$ cat src/rtl/ram_dump_ctrl_pkg.sv
// Shared definitions for the RAM fill/dump sequencer: default widths, the
// default fill seed and the controller state encoding.
// Optional feature macro: RAM_DUMP_CKSUM_EN (appends a checksum byte to a dump).
package ram_dump_ctrl_pkg;

  localparam int         ADDR_W_DEF = 8;
  localparam int         DATA_W_DEF = 8;
  localparam int         RD_LAT_DEF = 1;
  localparam logic [7:0] SEED_DEF   = 8'h00;

  // CKSUM keeps its encoding in every build; it is only reachable when the
  // checksum feature is compiled in.
  typedef enum logic [2:0] {
    IDLE     = 3'd0,
    FILL     = 3'd1,
    RD_ADDR  = 3'd2,
    RD_WAIT  = 3'd3,
    TX_START = 3'd4,
    TX_WAIT  = 3'd5,
    CKSUM    = 3'd6
  } state_t;

endpackage

$ cat src/rtl/ram_dump_ctrl_if.sv
// Bus bundle between the sequencer, the single-port RAM and the UART transmitter.
// master = sequencer side, slave = RAM/UART side.
interface ram_dump_ctrl_if
  import ram_dump_ctrl_pkg::*;
#(
  parameter int ADDR_W = ADDR_W_DEF,
  parameter int DATA_W = DATA_W_DEF
);

  logic              ram_we;
  logic [ADDR_W-1:0] ram_addr;
  logic [DATA_W-1:0] ram_wdata;
  logic [DATA_W-1:0] ram_rdata;
  logic              tx_start;
  logic [DATA_W-1:0] tx_data;
  logic              tx_done;

  modport master (
    output ram_we, ram_addr, ram_wdata, tx_start, tx_data,
    input  ram_rdata, tx_done
  );

  modport slave (
    input  ram_we, ram_addr, ram_wdata, tx_start, tx_data,
    output ram_rdata, tx_done
  );

endinterface

$ cat src/rtl/ram_dump_ctrl_key_edge.sv
// Rising-edge detector for a debounced key level: one-cycle pulse, one cycle
// after the level goes high.
module key_edge (
  input  logic clk,
  input  logic rst,
  input  logic level,
  output logic pulse
);

  logic level_q;

  // Track the previous level; reset loads the live level so a key already
  // held down during reset does not fire on release.
  always_ff @(posedge clk) begin
    if (rst) begin
      level_q <= level;
      pulse   <= 1'b0;
    end else begin
      level_q <= level;
      pulse   <= level & ~level_q;
    end
  end

endmodule

$ cat src/rtl/ram_dump_ctrl.sv
// RAM fill/dump sequencer. key1 writes addr ^ SEED into every RAM location,
// key2 reads every location in order and hands each byte to the UART with a
// start/done handshake. Key edges arriving while busy are discarded.
// Optional feature macro: RAM_DUMP_CKSUM_EN -- after the last data byte, send
// one extra byte holding the modulo-2**DATA_W sum of the dumped bytes.
module ram_dump_ctrl
  import ram_dump_ctrl_pkg::*;
#(
  parameter int                ADDR_W = ADDR_W_DEF,
  parameter int                DATA_W = DATA_W_DEF,
  parameter int                RD_LAT = RD_LAT_DEF,
  parameter logic [DATA_W-1:0] SEED   = DATA_W'(SEED_DEF)
) (
  input  logic            clk,
  input  logic            rst,
  input  logic            key1,
  input  logic            key2,
  ram_dump_ctrl_if.master bus,
  output logic            state_led,
  output logic            busy
);

  localparam logic [ADDR_W-1:0] ADDR_LAST = '1;
  localparam logic [1:0]        LAT_LAST  = 2'(RD_LAT - 1);

  state_t            state;
  logic [ADDR_W-1:0] addr;
  logic [1:0]        lat_cnt;
  logic              wr_go;
  logic              rd_go;
`ifdef RAM_DUMP_CKSUM_EN
  logic [DATA_W-1:0] sum;
`endif

  key_edge u_key1_edge (.clk(clk), .rst(rst), .level(key1), .pulse(wr_go));
  key_edge u_key2_edge (.clk(clk), .rst(rst), .level(key2), .pulse(rd_go));

  assign bus.ram_addr = addr;

  // Sequencer FSM with registered outputs; fill wins over dump on a tie.
  // NOTE: every register here uses <= so all branches see pre-edge values and
  // simulation matches the synthesized flops regardless of statement order.
  always_ff @(posedge clk) begin
    if (rst) begin
      state         <= IDLE;
      addr          <= '0;
      lat_cnt       <= '0;
      bus.ram_we    <= 1'b0;
      bus.ram_wdata <= '0;
      bus.tx_start  <= 1'b0;
      bus.tx_data   <= '0;
      state_led     <= 1'b0;
      busy          <= 1'b0;
`ifdef RAM_DUMP_CKSUM_EN
      sum           <= '0;
`endif
    end else begin
      case (state)
        IDLE: begin
          if (wr_go) begin
            state         <= FILL;
            addr          <= '0;
            bus.ram_we    <= 1'b1;
            bus.ram_wdata <= SEED;
            state_led     <= 1'b1;
            busy          <= 1'b1;
          end else if (rd_go) begin
            state     <= RD_ADDR;
            addr      <= '0;
            state_led <= 1'b1;
            busy      <= 1'b1;
`ifdef RAM_DUMP_CKSUM_EN
            sum       <= '0;
`endif
          end
        end

        FILL: begin
          if (addr == ADDR_LAST) begin
            state      <= IDLE;
            bus.ram_we <= 1'b0;
            state_led  <= 1'b0;
            busy       <= 1'b0;
          end else begin
            addr          <= addr + ADDR_W'(1);
            bus.ram_wdata <= DATA_W'(addr + ADDR_W'(1)) ^ SEED;
          end
        end

        RD_ADDR: begin
          state   <= RD_WAIT;
          lat_cnt <= '0;
        end

        RD_WAIT: begin
          if (lat_cnt == LAT_LAST) begin
            state        <= TX_START;
            bus.tx_data  <= bus.ram_rdata;
            bus.tx_start <= 1'b1;
`ifdef RAM_DUMP_CKSUM_EN
            sum          <= sum + bus.ram_rdata;
`endif
          end else begin
            lat_cnt <= lat_cnt + 2'd1;
          end
        end

        TX_START: begin
          state        <= TX_WAIT;
          bus.tx_start <= 1'b0;
        end

        TX_WAIT: begin
          if (bus.tx_done) begin
            if (addr == ADDR_LAST) begin
`ifdef RAM_DUMP_CKSUM_EN
              state        <= CKSUM;
              bus.tx_data  <= sum;
              bus.tx_start <= 1'b1;
`else
              state     <= IDLE;
              state_led <= 1'b0;
              busy      <= 1'b0;
`endif
            end else begin
              state <= RD_ADDR;
              addr  <= addr + ADDR_W'(1);
            end
          end
        end

`ifdef RAM_DUMP_CKSUM_EN
        // Start pulse was issued on entry; wait for the checksum frame to end.
        CKSUM: begin
          bus.tx_start <= 1'b0;
          if (bus.tx_done && !bus.tx_start) begin
            state     <= IDLE;
            state_led <= 1'b0;
            busy      <= 1'b0;
          end
        end
`endif

        default: begin
          state        <= IDLE;
          bus.ram_we   <= 1'b0;
          bus.tx_start <= 1'b0;
          state_led    <= 1'b0;
          busy         <= 1'b0;
        end
      endcase
    end
  end

endmodule

$ cat src/flat_wrapper.sv
// flat-port wrapper written by rule: the top's interface ports become plain ports
module ram_dump_ctrl_flat import ram_dump_ctrl_pkg::*;
#(
  parameter int                ADDR_W = ADDR_W_DEF,
  parameter int                DATA_W = DATA_W_DEF,
  parameter int                RD_LAT = RD_LAT_DEF,
  parameter logic [DATA_W-1:0] SEED   = DATA_W'(SEED_DEF)
)
  (clk, rst, key1, key2, state_led, busy, bus_ram_we, bus_ram_addr, bus_ram_wdata, bus_tx_start, bus_tx_data, bus_ram_rdata, bus_tx_done);
  ram_dump_ctrl_if #(.ADDR_W(ADDR_W), .DATA_W(DATA_W)) bus_i ();
  input  logic clk;
  input  logic rst;
  input  logic key1;
  input  logic key2;
  output logic state_led;
  output logic busy;
  output wire logic [$bits(bus_i.ram_we)-1:0] bus_ram_we;
  output wire logic [$bits(bus_i.ram_addr)-1:0] bus_ram_addr;
  output wire logic [$bits(bus_i.ram_wdata)-1:0] bus_ram_wdata;
  output wire logic [$bits(bus_i.tx_start)-1:0] bus_tx_start;
  output wire logic [$bits(bus_i.tx_data)-1:0] bus_tx_data;
  input wire logic [$bits(bus_i.ram_rdata)-1:0] bus_ram_rdata;
  input wire logic [$bits(bus_i.tx_done)-1:0] bus_tx_done;
  assign bus_ram_we = bus_i.ram_we;
  assign bus_ram_addr = bus_i.ram_addr;
  assign bus_ram_wdata = bus_i.ram_wdata;
  assign bus_tx_start = bus_i.tx_start;
  assign bus_tx_data = bus_i.tx_data;
  assign bus_i.ram_rdata = bus_ram_rdata;
  assign bus_i.tx_done = bus_tx_done;
  ram_dump_ctrl #(.ADDR_W(ADDR_W), .DATA_W(DATA_W), .RD_LAT(RD_LAT), .SEED(SEED)) u_core (.clk(clk), .rst(rst), .key1(key1), .key2(key2), .bus(bus_i), .state_led(state_led), .busy(busy));
endmodule
$ cat config.mk
export PLATFORM = sky130hd
export DESIGN_NAME = ram_dump_ctrl_flat
export DESIGN_NICKNAME = d
export VERILOG_FILES = /design/src/rtl/ram_dump_ctrl_pkg.sv /design/src/rtl/ram_dump_ctrl_if.sv /design/src/rtl/ram_dump_ctrl_key_edge.sv /design/src/rtl/ram_dump_ctrl.sv /design/src/flat_wrapper.sv
export SDC_FILE = /design/constraint.sdc
export NUM_CORES = 1
export LEC_CHECK = 0
export CORE_UTILIZATION = 49
export DETAILED_ROUTE_END_ITERATION = 7
export PLACE_DENSITY_LB_ADDON = 0.08
export RECOVER_POWER = 100
export SYNTH_ARGS = -nofsm -noshare
export SYNTH_HDL_FRONTEND = slang
export SYNTH_SLANG_ARGS = --single-unit
$ cat constraint.sdc
create_clock -name clk -period 1.8 [get_ports clk]
set_input_delay 0.36 -clock clk [delete_from_list [all_inputs] [get_ports clk]]
set_output_delay 0.36 -clock clk [all_outputs]
set_load 0.005 [all_outputs]
# ---- After elaboration in Yosys (flattened, before gate mapping)
# Index checks and enable logic that the tools add are counted.
# W data, S select, Z words.
dict set report op_classes {
  n_reduce_logical 16
  n_eq_ne 13
  n_addsub 2
  n_mux 30
  bitwise_logic 7
}
# op n
set ops {}
lappend ops {{$mux W8} 6}
lappend ops {{$pmux W8 S3} 1}
lappend ops {{$pmux W3 S6} 1}
lappend ops {{$pmux W8 S2} 1}
lappend ops {{$mux W3} 5}
lappend ops {{$reduce_and A3 Y1} 4}
lappend ops {{$mux W1} 9}
lappend ops {{$add A8 B1 Y8 const B} 1}
lappend ops {{$eq A8 B8 Y1 const B} 1}
lappend ops {{$ne A2 B2 Y1 const B} 4}
lappend ops {{$pmux W1 S4} 2}
lappend ops {{$reduce_or A4 Y1} 2}
lappend ops {{$eq A3 B2 Y1 const B} 2}
lappend ops {{$eq A3 B3 Y1 const B} 2}
lappend ops {{$reduce_and A2 Y1} 3}
lappend ops {{$not A1 Y1} 5}
lappend ops {{$mux W2} 2}
lappend ops {{$ne A2 B1 Y1 const B} 2}
lappend ops {{$pmux W2 S2} 1}
lappend ops {{$reduce_and A4 Y1} 1}
lappend ops {{$reduce_bool A2 Y1} 2}
lappend ops {{$eq A3 B1 Y1 const B} 1}
lappend ops {{$logic_not A3 Y1} 1}
lappend ops {{$ne A3 B3 Y1 const B} 1}
lappend ops {{7 further kinds} 8}
dict set report totals {
  register_bits 37
  output_inout_bits 28
}

# ---- Longest topological paths before layout
# Gate-level depths: netlist of the first run.
dict set report logic_depth {
  word_depth 4
  ltp_mapped 7
  mapped_depth_nobuf 6
}

# ---- Cells and area by module
# From an unflattened synthesis of the first run, not the netlist that was laid out.
dict set report unflattened {
  hier_cells 201
  area_unflattened_um2 1656.6
}
# module instances area_each_um2 cells_each seq_area_each_um2
set modules_own_cells {}
lappend modules_own_cells {ram_dump_ctrl 1 1551.5 195 640.6}
lappend modules_own_cells {key_edge 2 52.6 3 40.0}

# ---- Worst setup path after synthesis of the first run
# Ideal clock, no wire load.
dict set report synth_timing {
  path_type {flip-flop to flip-flop}
  start {register u_core.addr[0] (netlist: u_core.bus.ram_addr[0])}
  end {register u_core.state[0]}
  stages_incl_launch_ff 6
  arrival_ps 1573
  slack_ps 107
  t_required_ps 1680
  n_path_buf 0
  cell_sequence {dfxtp_1 ha_1 and2_1 a311oi_2 or2_1 o31a_1}
}
dict set report synth_via {
  elab_chain_cells 3
}
# element line
set synth_rtl {}
lappend synth_rtl {{start, declared} ram_dump_ctrl.sv:27} ;# logic [ADDR_W-1:0] addr;
lappend synth_rtl {{start signal, assigned} ram_dump_ctrl.sv:85} ;# addr <= addr + ADDR_W'(1);
lappend synth_rtl {{start signal, assigned} ram_dump_ctrl.sv:127} ;# addr <= addr + ADDR_W'(1);
lappend synth_rtl {{$eq A8 B8 Y1} ram_dump_ctrl.sv:79} ;# if (addr == ADDR_LAST) begin
lappend synth_rtl {{$ne A2 B1 Y1 (no source line)} n/a}
lappend synth_rtl {{$reduce_and A4 Y1 (no source line)} n/a}
lappend synth_rtl {{end signal, assigned} ram_dump_ctrl.sv:80} ;# state <= IDLE;
lappend synth_rtl {{end signal, assigned} ram_dump_ctrl.sv:91} ;# state <= RD_WAIT;
lappend synth_rtl {{end signal, assigned} ram_dump_ctrl.sv:97} ;# state <= TX_START;
lappend synth_rtl {{end, declared} ram_dump_ctrl.sv:26} ;# state_t state;
# No other way between the ends.
# A chain may end at the register's enable or synchronous reset.

# ---- Worst setup path in the final report of the first run
dict set report layout_timing {
  start {register u_core.addr[4] (netlist: u_core.bus.ram_addr[4])}
  end {output bus_ram_addr[4]}
}
# element line
set layout_lines {}
lappend layout_lines {{end, declared} flat_wrapper.sv:18} ;# output wire logic [$bits(bus_i.ram_addr)-1:0] bus_ram_addr;
# No word-level cell between the ends.

==> results.sh, run 1 <==
export IMPL_hold_start="u_core.u_key1_edge.level_q$_DFF_P_"
export IMPL_synthSimpleGateAreaFrac_pct=23.0
export IMPL_synth_compound_area_share_pct=23.6
export IMPL_setup_viol=0
export IMPL_syn_to_final_growth_pct=36.2
export IMPL_fin_cells=307
export IMPL_regArea_sq_um=729
export IMPL_max_cap_violations=0
export IMPL_clk_pin_slew_ns=0.11
export IMPL_holdPathStages=1
export IMPL_syn_instance_count=205
export IMPL_cp_end_kind="output pin"
export IMPL_cts_max_level=2
export IMPL_ant_nets=0
export IMPL_hold_end="u_core.u_key1_edge.pulse$_SDFF_PP0_"
export IMPL_tightestPinTransition_ns=0.575
export IMPL_fin_crit_sh_pct=96.0
export IMPL_die_h_um=61.5
export IMPL_die_area_sq_um=3780
export IMPL_critPathKind="flop to output pin"
export IMPL_cts_tree="done"
export IMPL_synth_top_family_by_area="compound AO/OA/AOI/OAI gates"
export IMPL_drtIter0Drc=56
export IMPL_rsz0062_at_grt="no"
export IMPL_placed_cells=298
export IMPL_critical_path_max_fanout=5
export IMPL_required_ns=1.44
export IMPL_ctsHoldBuffers=0
export IMPL_grt_usage_pct=24.9
export IMPL_finalNetCount=277
export IMPL_synth_edff_count=0
export IMPL_grt_ovfl_total=0
export IMPL_p_per_area_nw_per_um2=897
export IMPL_clock_latency_ns=0.35
export IMPL_antenna_found_initial=0
export IMPL_synth_area_sq_um=1740
export IMPL_synth_cell_type_count=50
export IMPL_yosys_area_share_adder_pct=2.16
export IMPL_yosysWarningCount=0
export IMPL_muxShareOfSynthArea_pct=2.60
export IMPL_antenna_cells=0
export IMPL_finalHoldViolCount=0
export IMPL_core_sq_um=3360
export IMPL_slowest_delay_ns=0.49
export IMPL_r2r_end="u_core.bus.ram_wdata[5]$_SDFFE_PP0P_"
export IMPL_critPathLaunchType="flop"
export IMPL_grt_pass1_vias=1533
export IMPL_hold_path_class="flop to flop"
export IMPL_dr_pass1_iters=4
export IMPL_synth_top_area_share_pct=41.5
export IMPL_crit_slowest_cell="clkdlybuf4s50_1"
export IMPL_fin_area_sq_um=2360
export IMPL_drc=0
export IMPL_initial_core_util_pct=51.6
export IMPL_timing_rr_start="u_core.bus.ram_addr[1]$_SDFFE_PP0P_"
export IMPL_io_buffers=40
export IMPL_r2r_setup_slack_ns=0.09
export IMPL_gp_congestion=0.949
export IMPL_worstPathArrival_ns=1.37
export IMPL_finalCriticalPeriod_ns=1.73
export IMPL_synth_xor_area_share_pct=1.51
export IMPL_fillers=307
export IMPL_vias_per_cell=5.49
export IMPL_p_leak_nw=0.892
export IMPL_ys_flop_type="dfxtp_1"
export IMPL_cts_max_path_buffers=2
export IMPL_grt_max_degree=34
export IMPL_numCtsBuffers=5
export IMPL_dpl_cell_area_sq_um=2280
export IMPL_status="completed"
export IMPL_slew_headroom_pct=61.7
export IMPL_fmax_ghz=0.579
export IMPL_syn_nets=221
export IMPL_clock_skew_ns=0.0111
export IMPL_vias=1686
export IMPL_synth_top_area_cell="dfxtp_1"
export IMPL_syn_area_per_cell_sq_um=8.47
export IMPL_crit_path_cell_trace="buf_4 -> clkdlybuf4s50_1"
export IMPL_die_w_um=61.5
export IMPL_synth_seq_cells=36
export IMPL_drv_slew=0
export IMPL_rows=21
export IMPL_drive_gt1_share_pct=15.7
export IMPL_synth_area_top_cells="dfxtp_1 (42%), nand2_1 (6.9%), a21oi_1 (4.9%), inv_1 (2.6%), nor2_1 (2.6%)"
export IMPL_cts_sinks=36
export IMPL_drt_total_wl_mm=4.39
export IMPL_root_buffer="clkbuf_4"
export IMPL_io_pins=41
export IMPL_multiInputGateArea_sq_um=917
export IMPL_routedWlPerCell_um=14.3
export IMPL_vdd_drop_max_mv=0.596
export IMPL_r2r_cells=6
export IMPL_synth_async_reset_ratio_pct=0
export IMPL_grt_pass1_wl_mm=6.78
export IMPL_hpwl_mm=3.20
export IMPL_yosysSeqAreaShare_pct=41.5
==> registers in the layout (all words and copies together) (netlist names) <==
| register | cells |
|---|---|
| u_core.lat_cnt | 2 |
| u_core.busy | 1 |
| u_core.bus.tx_data | 8 |
| u_core.bus.ram_wdata | 8 |
| u_core.bus.ram_addr | 8 |
| u_core.bus.ram_we | 1 |
| u_core.u_key1_edge.level_q | 1 |
| u_core.u_key2_edge.level_q | 1 |
| u_core.state | 3 |
| u_core.u_key1_edge.pulse | 1 |
| u_core.bus.tx_start | 1 |
| u_core.u_key2_edge.pulse | 1 |
==> cell usage after synthesis, types with 3 or more instances <==
library cell,n
buf_2,3
dfxtp_1,36
clkbuf_1,5
a21o_1,3
nand2_1,32
inv_1,12
o32ai_1,3
and2_1,3
nor2_1,12
mux2i_1,3
nor2b_1,4
a22oi_1,5
a211oi_1,4
o21ai_0,6
ha_1,3
a21oi_1,17
nor3_1,6
nand3_1,6
==> metrics by stage <==
stage	hold WS [ns]	setup TNS (ns)	utilization (%)	power (mW)	worst slack (ns)
global placement	0.380	0	67.8	1.65	0.0172
detailed placement	0.390	-0.0297	67.8	1.66	-0.0267
floorplan	0.373	0	-	1.37	0.107
global route	0.426	0	70.3	2.22	0.00120
finish	0.400	0	70.3	2.12	0.0726
CTS	0.403	0	69.8	2.14	0.00842
==> power breakdown <==
part	switching, mW	internal [mW]
Clock	0.261	0.221
Combinational	0.399	0.355
Sequential	0.0385	0.843
Total	0.699	1.42
==> layout make-up <==
| type | count | share of cell area, % |
|---|---|---|
| flip-flops and latches | 36 | 30.9 |
| inverters | 12 | 1.91 |
| well taps | 46 | 2.44 |
| multi-input cells | 147 | 38.8 |
| repair buffers | 59 | 23.2 |
| clock buffers | 7 | 2.75 |
==> routing by layer <==
metal | share of wire [%] | global-route usage (%) | routed length, um
met2 | 49 | 41.5 | 2160
met4 | 3.0 | 12.7 | 131
met3 | 5.2 | 6.30 | 227
met1 | 43 | 29.5 | 1870
met5 | 0 | 0 | 0
==> layout by cell type, fill, tap and decap left out, types with 3 or more instances in the layout <==
master / synthesis / layout
a21oi_1: 17 / 17
a22oi_1: 5 / 5
nor3_1: 6 / 6
nor2_1: 12 / 12
a211oi_1: 4 / 4
mux2i_1: 3 / 3
buf_4: 1 / 15
o32ai_1: 3 / 3
nand3_1: 6 / 6
dlygate4sd3_1: 0 / 25
nor2b_1: 4 / 4
dfxtp_2: 0 / 4
inv_1: 12 / 12
dfxtp_1: 36 / 31
nand2_1: 32 / 32
a21o_1: 3 / 3
clkdlybuf4s50_1: 0 / 15
o21ai_0: 6 / 6
clkbuf_4: 0 / 6
==> logic make-up after synthesis <==
| kind of cell | Yosys count |
|---|---|
| simple gates | 80 |
| compound gates | 57 |
| flops | 36 |
| buf+inv | 22 |
| mux | 4 |
| xor+xnor | 3 |
| fa+ha+maj | 3 |
==> timing repair <==
action                     CTS  global route
buffers inserted             0             2
pin swaps                    0             1
resized for setup            1             7
setup endpoints to repair    1             8
==> critical path, delay by kind of cell, from the launching register on <==
family | cells | cell delay, ns
flops | 1 | 0.39
buf+inv | 2 | 0.63
==> how the worst max path moves through the flow <==
stage                                          endpoint  slack (ns)                                start  cells past startpoint
floorplan                  u_core.state[0]$_SDFFE_PP0P_        0.11  u_core.bus.ram_addr[0]$_SDFFE_PP0P_                      5
global placement    u_core.bus.ram_addr[0]$_SDFFE_PP0P_        0.02                          bus_tx_done                      5
detailed placement         u_core.state[1]$_SDFFE_PP0P_       -0.03                          bus_tx_done                      5
CTS                                     bus_ram_addr[4]       0.008  u_core.bus.ram_addr[4]$_SDFFE_PP0P_                      2
global route                            bus_ram_addr[5]       0.001  u_core.bus.ram_addr[5]$_SDFFE_PP0P_                      1
finish                                  bus_ram_addr[4]        0.07  u_core.bus.ram_addr[4]$_SDFFE_PP0P_                      2
No activity file was read; power rests on OpenSTA's default activity.
==> run 2: changes to the inputs <==
Settings changed: CORE_UTILIZATION 49 to 53.
Clock period 1.8 ns to 2.23 ns, I/O delays scaled along.
==> run 2 against run 1 <==
Effect of this change:
- setup slack improved by 0.12 ns
- flip-flop and latch count unchanged
- critical path type unchanged
- largest cell class unchanged
- core utilization increased by 1.3 points
- worst hold slack better by 0.0016 ns
- first-iteration DRC count grew 120%
- critical path depth unchanged
- sequential power is 16% lower
- die area shrank 7.3%
- sequential share of layout area up 1.8 points
- total power fell by 25%
- clock power shrank 27%
==> results.sh, run 2 (synthesis gave the netlist of run 1 again) <==
export IMPL_status="completed"
export IMPL_crit_slowest_cell="clkdlybuf4s50_1"
export IMPL_grt_ovfl_total=0
export IMPL_gp_congestion=0.823
export IMPL_drc=0
export IMPL_vias=1650
export IMPL_intPower_mw=1.03
export IMPL_ant_nets=0
export IMPL_die_area_sq_um=3510
export IMPL_rows=20
export IMPL_crit_cells=2
export IMPL_clock_latency_ns=0.35
export IMPL_setup_tns_final_ns=0
export IMPL_io_pins=41
export IMPL_dr_max_layer_used="met4"
export IMPL_core_sq_um=3080
export IMPL_power_mw=1.60
export IMPL_die_w_um=59.2
export IMPL_wl_met1_mm=1.93
export IMPL_slowest_delay_ns=0.56
export IMPL_postCtsSetupRepairBufs=0
export IMPL_drt_total_wl_mm=4.35
export IMPL_final_cell_mix="dfxtp_1 (36), nand2_1 (32), dlygate4sd3_1 (30)"
export IMPL_p_per_area_nw_per_um2=724
export IMPL_initial_core_util_pct=56.4
export IMPL_finalHoldViolCount=0
export IMPL_critPathKind="flop to output pin"
export IMPL_grt_pass1_vias=1537
export IMPL_postLayoutCoreUtil_pct=71.6
export IMPL_finalNetCount=262
export IMPL_drive_gt1_share_pct=7.29
export IMPL_setup_viol=0
export IMPL_syn_to_final_growth_pct=27.0
export IMPL_critical_path_max_fanout=6
export IMPL_routedWlPerCell_um=14.9
export IMPL_dpl_cell_area_sq_um=2170
export IMPL_vias_per_cell=5.67
export IMPL_die_h_um=59.2
export IMPL_placed_cells=283
export IMPL_timing_hold_ws_ns=0.401
export IMPL_clock_skew_ns=0.0204
export IMPL_critPathLaunchType="flop"
export IMPL_ctsHoldBuffers=0
export IMPL_grt_max_degree=34
export IMPL_p_comb_share_pct=31.3
export IMPL_clkPwrFrac_pct=22.0
export IMPL_cts_sinks=36
export IMPL_final_critical_path_setup_slack_ns=0.192
export IMPL_cts_tree="done"
export IMPL_layout_commonest_cell="dfxtp_1"
export IMPL_p_sw_share_pct=35.2
export IMPL_dp_slack_ns=0.285
export IMPL_cp_end_kind="output pin"
export IMPL_dr_wl_met3_um=371
export IMPL_io_buffers=40
export IMPL_antenna_cells=0
export IMPL_max_cap_violations=0
export IMPL_tightestPinTransition_ns=0.684
export IMPL_fin_area_sq_um=2200
export IMPL_rsz0062_at_grt="no"
export IMPL_required_ns=1.78
export IMPL_power_frac_seq_pct=46.7
export IMPL_root_buffer="clkbuf_4"
export IMPL_wl_met2_mm=1.97
export IMPL_p_switching_mw=0.562
export IMPL_drv_slew=0
export IMPL_numCtsBuffers=5
export IMPL_slew_headroom_pct=54.4
export IMPL_crit_path_cell_trace="clkbuf_1 -> clkdlybuf4s50_1"
export IMPL_antenna_found_initial=0
export IMPL_p_leak_nw=0.821
export IMPL_fin_cells=291
export IMPL_worstPathArrival_ns=1.59
export IMPL_crit_buf_inv=2
export IMPL_fin_crit_sh_pct=91.4
export IMPL_clk_pin_slew_ns=0.13
export IMPL_finalCriticalPeriod_ns=2.04
export IMPL_dr_pass1_iters=4
export IMPL_holdPathStages=1
export IMPL_cts_max_level=2
export IMPL_cts_max_path_buffers=2
export IMPL_fmax_ghz=0.491
export IMPL_post_cts_resized=0
export IMPL_hpwl_mm=3.17
export IMPL_path_delay_family="buffers and inverters"
export IMPL_grt_usage_pct=27.7
export IMPL_r2r_cells=5
export IMPL_hold_path_class="flop to flop"
export IMPL_vdd_drop_max_mv=0.549
export IMPL_grt_pass1_wl_mm=7.12
export IMPL_drtIter0Drc=124
==> run 2: cell count changes in the layout (fill, tap and decap cells not counted), moves of 2 or more <==
| cell | previous run | this run |
|---|---|---|
| buf_4 | 15 | 2 |
| clkdlybuf4s50_1 | 15 | 10 |
| dfxtp_1 | 31 | 36 |
| dlygate4sd3_1 | 25 | 30 |
| dfxtp_2 | 4 | 0 |
| clkbuf_1 | 1 | 3 |
| clkbuf_8 | 2 | 0 |
==> run 2: cell type report <==
| type | count | area (sq um) |
|---|---|---|
| clock buffers | 7 | 45.0 |
| multi-input cells | 147 | 905 |
| fillers | 257 | 875 |
| repair buffers | 44 | 424 |
| flip-flops and latches | 36 | 721 |
| clock inverters | 1 | 8.76 |
| well taps | 44 | 55.1 |
| inverters | 12 | 45.0 |
==> run 2: worst paths after layout <==
| check | startpoint | end | slack [ns] |
|---|---|---|---|
| setup / recovery | u_core.bus.ram_addr[3]$_SDFFE_PP0P_ | bus_ram_addr[3] | 0.19 |
| hold / removal | u_core.u_key2_edge.level_q$_DFF_P_ | u_core.u_key2_edge.pulse$_SDFF_PP0_ | 0.40 |
| setup reg to reg | u_core.bus.ram_addr[0]$_SDFFE_PP0P_ | u_core.bus.ram_wdata[5]$_SDFFE_PP0P_ | 0.23 |
| hold reg to reg | u_core.u_key2_edge.level_q$_DFF_P_ | u_core.u_key2_edge.pulse$_SDFF_PP0_ | 0.40 |
==> run 2: routing by layer <==
metal  up-vias  global-route usage [%]
li1        814                       -
met1       758                    36.3
met2        69                    41.6
met3         9                    8.30
met4         0                    12.9
met5         -                       0
==> run 2: power by group through the flow <==
| stage | sequential, mW | combinational (mW) | clock, mW |
|---|---|---|---|
| floorplan | 0.723 | 0.379 | 0 |
| global placement | 0.758 | 0.510 | 0 |
| detailed placement | 0.760 | 0.515 | 0 |
| CTS | 0.746 | 0.519 | 0.359 |
| global route | 0.753 | 0.545 | 0.391 |
| finish | 0.745 | 0.500 | 0.351 |
